$ cat config.mk
export PLATFORM = sky130hd
export DESIGN_NAME = id_ex_stage_flat
export DESIGN_NICKNAME = d
export VERILOG_FILES = /design/src/rtl/id_ex_stage_if.sv /design/src/rtl/id_ex_stage.sv /design/src/flat_wrapper.sv
export SDC_FILE = /design/constraint.sdc
export NUM_CORES = 1
export LEC_CHECK = 0
export ABC_AREA = 1
export CORE_MARGIN = 2
export CORE_UTILIZATION = 48
export CTS_BUF_LIST = sky130_fd_sc_hd__clkbuf_4 sky130_fd_sc_hd__clkbuf_8
export CTS_CLUSTER_DIAMETER = 30
export DETAILED_ROUTE_END_ITERATION = 8
export HOLD_SLACK_MARGIN = 0.12
export PLACE_DENSITY = 0.95
export SYNTH_ARGS = -nofsm -noshare
export SYNTH_HDL_FRONTEND = slang
export SYNTH_SLANG_ARGS = --single-unit
$ cat constraint.sdc
create_clock -name clk -period 4.06 [get_ports clk]
set_input_delay 0.812 -clock clk [delete_from_list [all_inputs] [get_ports clk]]
set_output_delay 0.812 -clock clk [all_outputs]
set_load 0.005 [all_outputs]
$ cat src/rtl/id_ex_stage_if.sv
// Decode-to-ALU bus of the ID/EX stage: the upstream valid/ready handshake with
// its instruction fields, plus the downstream ALU operands and handshake.
interface id_ex_stage_if #(
  parameter int unsigned XLEN   = 32,
  parameter int unsigned REG_AW = 5
);
  // Upstream side (decode -> ID/EX)
  logic              in_valid;
  logic              in_ready;
  logic [XLEN-1:0]   rs1_data;
  logic [XLEN-1:0]   rs2_data;
  logic [REG_AW-1:0] rs1_addr;
  logic [REG_AW-1:0] rs2_addr;
  logic [REG_AW-1:0] rd_addr;
  logic [XLEN-1:0]   imm;
  logic              alu_src;
  logic [1:0]        alu_op;
  logic [2:0]        funct3;
  logic              funct7_5;
  logic              is_rtype;
  logic              reg_write;
  logic              flush;

  // Downstream side (ID/EX -> ALU / EX)
  logic              out_ready;
  logic              out_valid;
  logic [XLEN-1:0]   alu_a;
  logic [XLEN-1:0]   alu_b;
  logic [3:0]        alu_ctrl;
  logic [XLEN-1:0]   store_data;
  logic [REG_AW-1:0] ex_rd;
  logic              ex_reg_write;
  logic              illegal;

  // Environment view: drives instructions and consumes ALU operands
  modport master (
    output in_valid, rs1_data, rs2_data, rs1_addr, rs2_addr, rd_addr, imm,
           alu_src, alu_op, funct3, funct7_5, is_rtype, reg_write, flush,
           out_ready,
    input  in_ready, out_valid, alu_a, alu_b, alu_ctrl, store_data, ex_rd,
           ex_reg_write, illegal
  );

  // Stage view
  modport slave (
    input  in_valid, rs1_data, rs2_data, rs1_addr, rs2_addr, rd_addr, imm,
           alu_src, alu_op, funct3, funct7_5, is_rtype, reg_write, flush,
           out_ready,
    output in_ready, out_valid, alu_a, alu_b, alu_ctrl, store_data, ex_rd,
           ex_reg_write, illegal
  );
endinterface

$ cat src/rtl/id_ex_stage.sv
// ID/EX pipeline register: holds decoded fields, decodes ALUCtrl, and resolves
// EX/MEM and MEM/WB forwarding combinationally on the held source indices.
module id_ex_stage #(
  parameter int unsigned XLEN   = 32,
  parameter int unsigned REG_AW = 5
) (
  input  logic              clk,
  input  logic              rst_n,
  id_ex_stage_if.slave      bus,
  input  logic              exmem_reg_write,
  input  logic              memwb_reg_write,
  input  logic [REG_AW-1:0] exmem_rd,
  input  logic [REG_AW-1:0] memwb_rd,
  input  logic [XLEN-1:0]   exmem_result,
  input  logic [XLEN-1:0]   memwb_result
);

  typedef enum logic [3:0] {
    ALU_AND = 4'b0000,
    ALU_OR  = 4'b0001,
    ALU_ADD = 4'b0010,
    ALU_SUB = 4'b0110,
    ALU_SLT = 4'b0111
  } alu_ctrl_e;

  logic              valid_q;
  logic [XLEN-1:0]   rs1_data_q;
  logic [XLEN-1:0]   rs2_data_q;
  logic [REG_AW-1:0] rs1_addr_q;
  logic [REG_AW-1:0] rs2_addr_q;
  logic [REG_AW-1:0] rd_q;
  logic [XLEN-1:0]   imm_q;
  logic              alu_src_q;
  logic [1:0]        alu_op_q;
  logic [2:0]        funct3_q;
  logic              funct7_5_q;
  logic              is_rtype_q;
  logic              reg_write_q;

  logic              capture;
  alu_ctrl_e         ctrl;
  logic              bad_funct;
  logic [XLEN-1:0]   fwd_rs1;
  logic [XLEN-1:0]   fwd_rs2;

  assign bus.in_ready = !valid_q || bus.out_ready;
  assign capture      = bus.in_valid && bus.in_ready && !bus.flush;

  // Pipeline register: flush beats capture beats drain; otherwise hold
  always_ff @(posedge clk or negedge rst_n) begin
    if (!rst_n) begin
      valid_q     <= 1'b0;
      rs1_data_q  <= '0;
      rs2_data_q  <= '0;
      rs1_addr_q  <= '0;
      rs2_addr_q  <= '0;
      rd_q        <= '0;
      imm_q       <= '0;
      alu_src_q   <= 1'b0;
      alu_op_q    <= '0;
      funct3_q    <= '0;
      funct7_5_q  <= 1'b0;
      is_rtype_q  <= 1'b0;
      reg_write_q <= 1'b0;
    end else if (bus.flush) begin
      valid_q <= 1'b0;
    end else if (capture) begin
      valid_q     <= 1'b1;
      rs1_data_q  <= bus.rs1_data;
      rs2_data_q  <= bus.rs2_data;
      rs1_addr_q  <= bus.rs1_addr;
      rs2_addr_q  <= bus.rs2_addr;
      rd_q        <= bus.rd_addr;
      imm_q       <= bus.imm;
      alu_src_q   <= bus.alu_src;
      alu_op_q    <= bus.alu_op;
      funct3_q    <= bus.funct3;
      funct7_5_q  <= bus.funct7_5;
      is_rtype_q  <= bus.is_rtype;
      reg_write_q <= bus.reg_write;
    end else if (valid_q && bus.out_ready) begin
      valid_q <= 1'b0;
    end
  end

  // ALUCtrl decode from the held ALUOp/funct fields
  always_comb begin
    ctrl      = ALU_ADD;
    bad_funct = 1'b0;
    case (alu_op_q)
      2'b01: ctrl = ALU_SUB;
      2'b10: begin
        case (funct3_q)
          3'b000:  ctrl = (is_rtype_q && funct7_5_q) ? ALU_SUB : ALU_ADD;
          3'b111:  ctrl = ALU_AND;
          3'b110:  ctrl = ALU_OR;
          3'b010:  ctrl = ALU_SLT;
          default: bad_funct = 1'b1;
        endcase
      end
      default: ctrl = ALU_ADD;
    endcase
  end

  // Operand forwarding: EX/MEM wins over MEM/WB, x0 is never forwarded
  always_comb begin
    fwd_rs1 = rs1_data_q;
    if (exmem_reg_write && (exmem_rd != '0) && (exmem_rd == rs1_addr_q))
      fwd_rs1 = exmem_result;
    else if (memwb_reg_write && (memwb_rd != '0) && (memwb_rd == rs1_addr_q))
      fwd_rs1 = memwb_result;

    fwd_rs2 = rs2_data_q;
    if (exmem_reg_write && (exmem_rd != '0) && (exmem_rd == rs2_addr_q))
      fwd_rs2 = exmem_result;
    else if (memwb_reg_write && (memwb_rd != '0) && (memwb_rd == rs2_addr_q))
      fwd_rs2 = memwb_result;
  end

  assign bus.out_valid    = valid_q;
  assign bus.alu_ctrl     = ctrl;
  assign bus.alu_a        = fwd_rs1;
  assign bus.alu_b        = alu_src_q ? imm_q : fwd_rs2;
  assign bus.store_data   = fwd_rs2;
  assign bus.ex_rd        = rd_q;
  assign bus.ex_reg_write = valid_q && reg_write_q;
  assign bus.illegal      = valid_q && bad_funct;

endmodule
$ cat src/flat_wrapper.sv
// flat-port wrapper written by rule: the top's interface ports become plain ports
module id_ex_stage_flat 
#(
  parameter int unsigned XLEN   = 32,
  parameter int unsigned REG_AW = 5
)
  (clk, rst_n, exmem_reg_write, memwb_reg_write, exmem_rd, memwb_rd, exmem_result, memwb_result, bus_in_valid, bus_rs1_data, bus_rs2_data, bus_rs1_addr, bus_rs2_addr, bus_rd_addr, bus_imm, bus_alu_src, bus_alu_op, bus_funct3, bus_funct7_5, bus_is_rtype, bus_reg_write, bus_flush, bus_out_ready, bus_in_ready, bus_out_valid, bus_alu_a, bus_alu_b, bus_alu_ctrl, bus_store_data, bus_ex_rd, bus_ex_reg_write, bus_illegal);
  id_ex_stage_if #(.XLEN(XLEN), .REG_AW(REG_AW)) bus_i ();
  input  logic clk;
  input  logic rst_n;
  input  logic exmem_reg_write;
  input  logic memwb_reg_write;
  input  logic [REG_AW-1:0] exmem_rd;
  input  logic [REG_AW-1:0] memwb_rd;
  input  logic [XLEN-1:0] exmem_result;
  input  logic [XLEN-1:0] memwb_result;
  input wire logic [$bits(bus_i.in_valid)-1:0] bus_in_valid;
  input wire logic [$bits(bus_i.rs1_data)-1:0] bus_rs1_data;
  input wire logic [$bits(bus_i.rs2_data)-1:0] bus_rs2_data;
  input wire logic [$bits(bus_i.rs1_addr)-1:0] bus_rs1_addr;
  input wire logic [$bits(bus_i.rs2_addr)-1:0] bus_rs2_addr;
  input wire logic [$bits(bus_i.rd_addr)-1:0] bus_rd_addr;
  input wire logic [$bits(bus_i.imm)-1:0] bus_imm;
  input wire logic [$bits(bus_i.alu_src)-1:0] bus_alu_src;
  input wire logic [$bits(bus_i.alu_op)-1:0] bus_alu_op;
  input wire logic [$bits(bus_i.funct3)-1:0] bus_funct3;
  input wire logic [$bits(bus_i.funct7_5)-1:0] bus_funct7_5;
  input wire logic [$bits(bus_i.is_rtype)-1:0] bus_is_rtype;
  input wire logic [$bits(bus_i.reg_write)-1:0] bus_reg_write;
  input wire logic [$bits(bus_i.flush)-1:0] bus_flush;
  input wire logic [$bits(bus_i.out_ready)-1:0] bus_out_ready;
  output wire logic [$bits(bus_i.in_ready)-1:0] bus_in_ready;
  output wire logic [$bits(bus_i.out_valid)-1:0] bus_out_valid;
  output wire logic [$bits(bus_i.alu_a)-1:0] bus_alu_a;
  output wire logic [$bits(bus_i.alu_b)-1:0] bus_alu_b;
  output wire logic [$bits(bus_i.alu_ctrl)-1:0] bus_alu_ctrl;
  output wire logic [$bits(bus_i.store_data)-1:0] bus_store_data;
  output wire logic [$bits(bus_i.ex_rd)-1:0] bus_ex_rd;
  output wire logic [$bits(bus_i.ex_reg_write)-1:0] bus_ex_reg_write;
  output wire logic [$bits(bus_i.illegal)-1:0] bus_illegal;
  assign bus_i.in_valid = bus_in_valid;
  assign bus_i.rs1_data = bus_rs1_data;
  assign bus_i.rs2_data = bus_rs2_data;
  assign bus_i.rs1_addr = bus_rs1_addr;
  assign bus_i.rs2_addr = bus_rs2_addr;
  assign bus_i.rd_addr = bus_rd_addr;
  assign bus_i.imm = bus_imm;
  assign bus_i.alu_src = bus_alu_src;
  assign bus_i.alu_op = bus_alu_op;
  assign bus_i.funct3 = bus_funct3;
  assign bus_i.funct7_5 = bus_funct7_5;
  assign bus_i.is_rtype = bus_is_rtype;
  assign bus_i.reg_write = bus_reg_write;
  assign bus_i.flush = bus_flush;
  assign bus_i.out_ready = bus_out_ready;
  assign bus_in_ready = bus_i.in_ready;
  assign bus_out_valid = bus_i.out_valid;
  assign bus_alu_a = bus_i.alu_a;
  assign bus_alu_b = bus_i.alu_b;
  assign bus_alu_ctrl = bus_i.alu_ctrl;
  assign bus_store_data = bus_i.store_data;
  assign bus_ex_rd = bus_i.ex_rd;
  assign bus_ex_reg_write = bus_i.ex_reg_write;
  assign bus_illegal = bus_i.illegal;
  id_ex_stage #(.XLEN(XLEN), .REG_AW(REG_AW)) u_core (.clk(clk), .rst_n(rst_n), .bus(bus_i), .exmem_reg_write(exmem_reg_write), .memwb_reg_write(memwb_reg_write), .exmem_rd(exmem_rd), .memwb_rd(memwb_rd), .exmem_result(exmem_result), .memwb_result(memwb_result));
endmodule
Yosys cells after proc, flatten, opt, wreduce, memory -nomap -nowiden
Index checks and enable logic that the tools add are counted.
{"block": "classes", "add_sub_neg": 0, "multipliers": 0, "div": 0, "n_lt_le_gt_ge": 0, "n_eq_ne": 9, "n_shift": 0, "muxes": 13, "n_bitwise": 1, "reduce_logical": 21}
{"operator": "two-way mux 32 bit", "count": 5}
{"operator": "equality test 5 bit", "count": 4}
{"operator": "case mux 4 bit (4 select lines)", "count": 1}
{"operator": "logical AND 1 bit", "count": 12}
{"operator": "nonzero test 5 bit", "count": 2}
{"operator": "case mux 4 bit (2 select lines)", "count": 1}
{"operator": "equality test 3 bit, second input constant", "count": 2}
{"operator": "two-way mux 1 bit", "count": 5}
{"operator": "OR reduction 4 bit", "count": 1}
{"operator": "equality test 3 x 2 -> 1 bit, second input constant", "count": 1}
{"operator": "logical NOT 3 bit", "count": 1}
{"operator": "two-way mux 3 bit", "count": 1}
{"operator": "nonzero test 3 bit", "count": 1}
{"operator": "equality test 2 x 1 -> 1 bit, second input constant", "count": 1}
{"operator": "equality test 2 bit, second input constant", "count": 1}
{"operator": "logical NOT 1 bit", "count": 2}
{"operator": "AND reduction 2 bit", "count": 1}
{"operator": "logical OR 1 bit", "count": 1}
{"operator": "inverter 1 bit", "count": 1}
{"block": "totals", "ff_bits": 121, "latchBits": 0, "ramBits": 0, "mem_bits_ro": 0, "inputBits": 201, "output_inout_bits": 109, "mem_count": 0}

Logic depth before layout (Yosys ltp)
Gate-level depths: netlist of the first run.
{"block": "logic_depth", "depth_word": 6, "depth_mapped": 11, "ltp_nobuf": 10}

Least setup slack after synthesis of the first run
OpenSTA, ideal clock, no wires.
{"block": "synth_timing", "path_kind": "input-to-output", "start": "input port exmem_rd[2]", "end": "output port bus_store_data[10]", "t_arrival_ns": 1.757, "slack_ns": 1.491, "path_stages": 7, "cell_sequence": "nor2_1 > nand2_1 > o21ai_1 > nand3b_1 > buf_2 > nand3_1 > and2_1"}
{"block": "synth_between", "elab_chain_len": 4}
{"item": "start, declared", "line": "flat_wrapper.sv:13", "rtl": "input logic [REG_AW-1:0] exmem_rd;"}
{"item": "nonzero test 5 bit", "line": "id_ex_stage.sv:114", "rtl": "if (exmem_reg_write && (exmem_rd != '0) && (exmem_rd == rs2_addr_q))"}
{"item": "logical AND 1 bit", "line": "id_ex_stage.sv:114"}
{"item": "logical AND 1 bit (*)", "line": "id_ex_stage.sv:114"}
{"item": "two-way mux 32 bit (*)", "line": "id_ex_stage.sv:114"}
{"item": "end, declared", "line": "flat_wrapper.sv:37", "rtl": "output wire logic [$bits(bus_i.store_data)-1:0] bus_store_data;"}
Mark *: on every way between the ends. The rest lies on a longest branch, timed or not.

Worst setup path in the final report of the first run
{"block": "layout_timing", "start": "input port exmem_rd[0]", "end": "output port bus_store_data[3]"}
The elaborated chain is that of the path after synthesis.

==> results.json, run 1 <==
{
  "area_growth_syn_to_layout_pct": 52.8,
  "synth_edf_count": 0,
  "status": "complete, no violations",
  "rsz0062_at_grt": "no",
  "cts_hold_buf": 0,
  "num_io_pins": 310,
  "antenna_found_initial": 0,
  "power.leakage_nw": 4.95,
  "cts_root_buf": "clkbuf_8",
  "place_congestion": 0.892,
  "hold_ws_ps": 419,
  "grt_start_max_net_pins": 71,
  "worst_slew_pin_slew_ps": 801,
  "route.met3.wl_mm": 2.36,
  "synth_ff_type": "dfrtp_1",
  "hold_path.class": "in -> async",
  "clock_sinks": 121,
  "cp_data_arrival_time_ps": 3180,
  "power.density_nw_per_um2": 395,
  "grt-ovfl-total": 0,
  "cts.clk_slew.worst_paths_ps": 90,
  "cts_made_buffers": 17,
  "fmax_ghz": 0.251,
  "cts_tree": "done",
  "crit_family": "buffers and inverters",
  "synth_seq_area_share_pct": 41.9,
  "cp-start-kind": "input pin",
  "synthArstFlopShare_pct": 100,
  "grt_pass1_vias": 7796,
  "die_w_um": 127,
  "die_h_um": 127,
  "avgViaCountPerCell": 5.62,
  "worstPathRequired_ps": 3250,
  "cp_cell_sequence": "clkdlybuf4s50_1, nor2_1, nand2_1, o21ai_2, buf_4, nand3b_1, buf_4, nand3_1, and2_1, clkdlybuf4s50_1",
  "drc_errors": 0,
  "final_max_slew_viol_count": 0,
  "period_share_pct": 98.2,
  "synth_cells": 864,
  "cp_max_fo": 12,
  "layout-drive-gt1-share_pct": 12.1,
  "core-area_um2": 14600,
  "n_antenna_cell": 0,
  "first_pass_iters": 6,
  "crit_path_top_delay_cell": "clkdlybuf4s50_1",
  "first_iter_violations": 716,
  "synth_cell_types": 29,
  "nNetsFinal": 1371,
  "slew_headroom_pct": 46.6,
  "critPathMaxStageDelay_ps": 470,
  "synth_fp_nets": 1067,
  "drtAntennaViolNets": 0,
  "initial_utilization_pct": 49.4,
  "path_class": "in -> out",
  "dr_wl_met2_mm": 13.4,
  "via_count": 7676,
  "top_layer": "met4",
  "clock_path_buffers": 2,
  "port_buffers": 308,
  "cp-end-kind": "primary output",
  "finalClockSkew_ps": 12.4,
  "setup_violations": 0,
  "cp_num_buf_inv": 4,
  "vdd_ir_drop_max_uv": 295,
  "drt-met1-wl_mm": 9.88,
  "syn_area_um2": 7230,
  "drt-total-wl_mm": 26.7,
  "dp_hpwl_mm": 19.4,
  "htree_levels": 4,
  "synth.avg_cell_area_um2": 8.37,
  "synth-seq-cells": 121,
  "fin_crit_ps": 3990,
  "grt_pass1_wl_mm": 41.0,
  "hold_violations": 0,
  "rows": 44,
  "yosysWarnings": 0,
  "final_util_pct": 75.4,
  "drv_cap": 0,
  "grtUsageTotal_pct": 33.1,
  "die_area_um2": 16100,
  "avgRoutedWirePerCell_um": 19.6,
  "clk-insertion-delay-late_ps": 450
}
[sequential cells by signal, indices dropped and copies added, names as in the netlist]
signal,count
u_core.rs2_addr_q,5
u_core.rs1_addr_q,5
u_core.funct3_q,3
u_core.bus.ex_rd,5
u_core.rs2_data_q,32
u_core.is_rtype_q,1
u_core.imm_q,32
u_core.alu_op_q,2
u_core.rs1_data_q,32
u_core.funct7_5_q,1
u_core.bus.out_valid,1
u_core.reg_write_q,1
u_core.alu_src_q,1
[report_power, final]
group,switching [mW],internal [mW]
Clock,0.560,0.640
Sequential,0.110,1.40
Combinational,0.741,0.909
Total,1.41,2.95
[final timing paths]
| kind | startpoint | to | slack, ps | cells past startpoint |
|---|---|---|---|---|
| min in group clk | u_core.rs2_data_q[17] | u_core.rs2_data_q[17] | 500 | 1 |
| max reg2reg | u_core.bus.out_valid | u_core.imm_q[20] | 2050 | 5 |
| min reg2reg | u_core.rs2_data_q[17] | u_core.rs2_data_q[17] | 500 | 1 |
| min | rst_n | u_core.funct7_5_q | 420 | 1 |
| max in group asynchronous | rst_n | u_core.rs1_data_q[19] | 2810 | 2 |
| max | exmem_rd[0] | bus_store_data[3] | 70 | 10 |
[kinds of logic (layout without fill, tap and decap cells)]
group | after synthesis | in the layout | share of synthesized area, %
and+or+nand+nor | 495 | 495 | 33.0
DFF | 121 | 121 | 41.9
buffers and inverters | 103 | 420 | 6.73
muxes | 83 | 83 | 12.9
AOI/OAI and AO/OA | 41 | 41 | 2.86
xor gates and xnor gates | 18 | 18 | 2.18
adders and majority gates | 2 | 2 | 0.346
other | 1 | 1 | 0.0519
[cells in the mapped netlist (3+ instances only)]
cell type	count	area, um2
dfrtp_1	121	3030
buf_4	10	75.1
buf_2	32	160
inv_1	43	161
clkbuf_1	10	37.5
nand3b_1	65	488
buf_1	3	11.3
nor2_1	47	176
buf_6	3	33.8
mux2_1	20	225
xnor2_1	7	61.3
xor2_1	11	96.3
nand2_1	209	785
a21oi_1	39	195
mux2_2	63	709
nor3_1	3	15.0
and2_1	32	200
nand3_1	132	661
[through the flow]
| stage | instance area [um2] | worst slack, ps | TNS [ps] | std cells | total power, mW |
|---|---|---|---|---|---|
| 6_report | 11000 | 72.5 | 0 | 1365 | 4.36 |
| 5_1_grt | 11000 | 23.6 | 0 | 1365 | 4.58 |
| 4_1_cts | 11000 | 8.00 | 0 | 1365 | 4.37 |
| 3_5_place_dp | 10600 | -14.2 | -14.2 | 1331 | 3.16 |
| 3_3_place_gp | 10600 | 37.2 | 0 | 1331 | 3.10 |
| 2_1_floorplan | 7230 | 1490 | 0 | 864 | 2.21 |
[per-layer routing]
metal	vias up	global-route usage, %
met2	477	57.9
met1	3650	37.9
met4	0	13.5
met3	88	10.2
li1	3461	-
met5	-	0
[area by class of cell]
cell class                      instances  area [um2]
Inverter                               45         169
Sequential cell                       121        3030
Clock buffer                           18         248
Fill cell                            1005        3600
Tap cell                              184         230
Multi-Input combinational cell        640        3750
Clock inverter                         14         185
Timing Repair Buffer                  343        3430
[cells in the final DEF, fill, tap and decap left out, types with 32 or more instances in the layout]
cell             netlist  routed
nand3_1              132     132
inv_1                 43      43
mux2_2                63      63
a21oi_1               39      39
clkdlybuf4s50_1        0     307
nor2_1                47      45
nand2_1              209     208
nand3b_1              65      65
dfrtp_1              121     121
and2_1                32      32
[timing repair]
item / CTS / global route
buffers inserted: 2 / 0
endpoints found under the hold margin: 0 / 0
pin swaps: 1 / 0
resized for setup: 0 / 2
setup endpoints to repair: 2 / 11
[worst reg2reg max path: cells and delay by family (launching register included)]
| family | cells | cell delay (ps) |
|---|---|---|
| buf+inv | 2 | 470 |
| flops | 1 | 380 |
| mux | 1 | 420 |
| simple gates | 2 | 620 |
Note: power is estimated with default switching activity, not from simulation.
==> inputs of run 2 (changes only) <==
- CORE_ASPECT_RATIO: default -> 2
==> results.json, run 2 (synthesis gave the netlist of run 1 again) <==
{
  "via_count": 7631,
  "cp_max_fo": 20,
  "core-area_um2": 14800,
  "path_class": "in -> out",
  "dp_hpwl_mm": 20.1,
  "clock_path_buffers": 2,
  "power.leakage_nw": 4.91,
  "finalClockSkew_ps": 13.9,
  "nFillCells": 1087,
  "final_common_cell": "clkdlybuf4s50_1",
  "hold_violations": 0,
  "cts.clk_slew.worst_paths_ps": 70,
  "die_h_um": 178,
  "cp-start-kind": "input pin",
  "r2r-end": "u_core.rs2_data_q[10]",
  "drt-total-wl_mm": 27.1,
  "met3_usage_pct": 7.22,
  "hold_path.class": "in -> async",
  "layout-drive-gt1-share_pct": 11.3,
  "r2r_cells": 5,
  "layout_common_cells": "307 x clkdlybuf4s50_1, 208 x nand2_1, 132 x nand3_1",
  "initial_utilization_pct": 48.8,
  "final_max_slew_viol_count": 0,
  "met1_usage_pct": 35.6,
  "port_buffers": 308,
  "grt_use_met2_pct": 59.1,
  "die_area_um2": 16100,
  "htree_levels": 4,
  "setup-tns-final_ps": 0,
  "grtUsageTotal_pct": 33.7,
  "fin_crit_ps": 3940,
  "rows": 63,
  "status": "complete, no violations",
  "slew_headroom_pct": 41.0,
  "period_share_pct": 97.0,
  "die_w_um": 90.8,
  "multiInputGateArea_um2": 3750,
  "drv_cap": 0,
  "drc_errors": 0,
  "setup_violations": 0,
  "worst_slew_pin_slew_ps": 886,
  "cts_tree": "done",
  "grt_pass1_wl_mm": 42.1,
  "avgRoutedWirePerCell_um": 19.8,
  "first_pass_iters": 8,
  "first_iter_violations": 489,
  "final-seq-area_um2": 3030,
  "drtAntennaViolNets": 0,
  "area_growth_syn_to_layout_pct": 51.7,
  "cp_data_arrival_time_ps": 3130,
  "place_inst": 1334,
  "nNetsFinal": 1361,
  "instances_no_fill": 1367,
  "rsz0062_at_grt": "no",
  "power.density_nw_per_um2": 397,
  "top_regs": "u_core.imm_q x32, u_core.rs1_data_q x32, u_core.rs2_data_q x32",
  "worstPathRequired_ps": 3250,
  "reg2reg_slack_ps": 2310,
  "antenna_found_initial": 1,
  "clock_sinks": 121,
  "cp-end-kind": "primary output",
  "fmax_ghz": 0.254,
  "grt_pass1_vias": 8036,
  "cts_root_buf": "clkbuf_8",
  "grt-ovfl-total": 0,
  "cts_made_buffers": 17,
  "place_congestion": 0.947,
  "clk-insertion-delay-late_ps": 440,
  "avgViaCountPerCell": 5.58,
  "regToRegStartpoint": "u_core.bus.out_valid",
  "vdd_ir_drop_max_uv": 376,
  "gr-max-usage-layer": "met2",
  "grt_start_max_net_pins": 84,
  "num_io_pins": 310
}
==> run 2: final cells by class <==
type                            instances  area share (%)
Timing Repair Buffer                  333            30.5
Clock inverter                         12            1.59
Tap cell                              195            2.22
Sequential cell                       121            27.6
Multi-Input combinational cell        640            34.2
Inverter                               45            1.54
Antenna cell                            1          0.0228
Clock buffer                           20            2.34
==> run 2: stage by stage <==
step | power [mW] | hold WS (ps) | setup WS, ps | utilization [%] | cell area (um2)
after floorplan | 2.21 | 464 | 1490 | - | 7230
after global placement | 3.08 | 474 | 232 | 71.1 | 10500
after detailed placement | 3.15 | 482 | 134 | 71.1 | 10500
after CTS | 4.36 | 494 | 98.7 | 74.0 | 11000
after global routing | 4.56 | 511 | 16.9 | 74.0 | 11000
final | 4.35 | 483 | 122 | 74.0 | 11000
==> run 2: worst max-delay path: stages <==
cell	delay, ps
clkdlybuf4s50_1	570
nor2_1	90
nand3_1	130
nand2_2	100
nor2_4	150
buf_6	220
nand3_1	170
nand3_1	140
nand3_1	110
nand2_1	110
clkdlybuf4s50_1	500
==> run 2: report_power, final <==
group	switching [mW]	leakage (nW)	internal [mW]
clock	0.511	0.221	0.689
combinational	0.737	3.30	0.903
sequential	0.112	1.39	1.40
total	1.36	4.91	2.99
==> run 2: worst max path at each step <==
stage	slack [ps]	startpoint	to	cells past startpoint
finish	120	memwb_rd[4]	bus_alu_b[11]	11
global route	20	memwb_rd[4]	bus_alu_b[11]	11
CTS	100	memwb_rd[4]	bus_alu_b[11]	11
detailed placement	130	memwb_rd[4]	bus_alu_b[11]	11
global placement	230	memwb_rd[1]	bus_alu_b[11]	11
floorplan	1490	exmem_rd[2]	bus_store_data[10]	7
==> run 2: timing repair <==
item,4_1_cts,5_1_grt
endpoints found under the setup margin,0,1
gates resized for setup,0,1
hold buffers,0,0
buffers inserted,0,0
==> run 2: metal layers <==
metal,routed length [um],up-vias
met1,9110,3616
met3,1970,124
met2,14100,443
met4,1820,0
met5,0,-
li1,-,3448
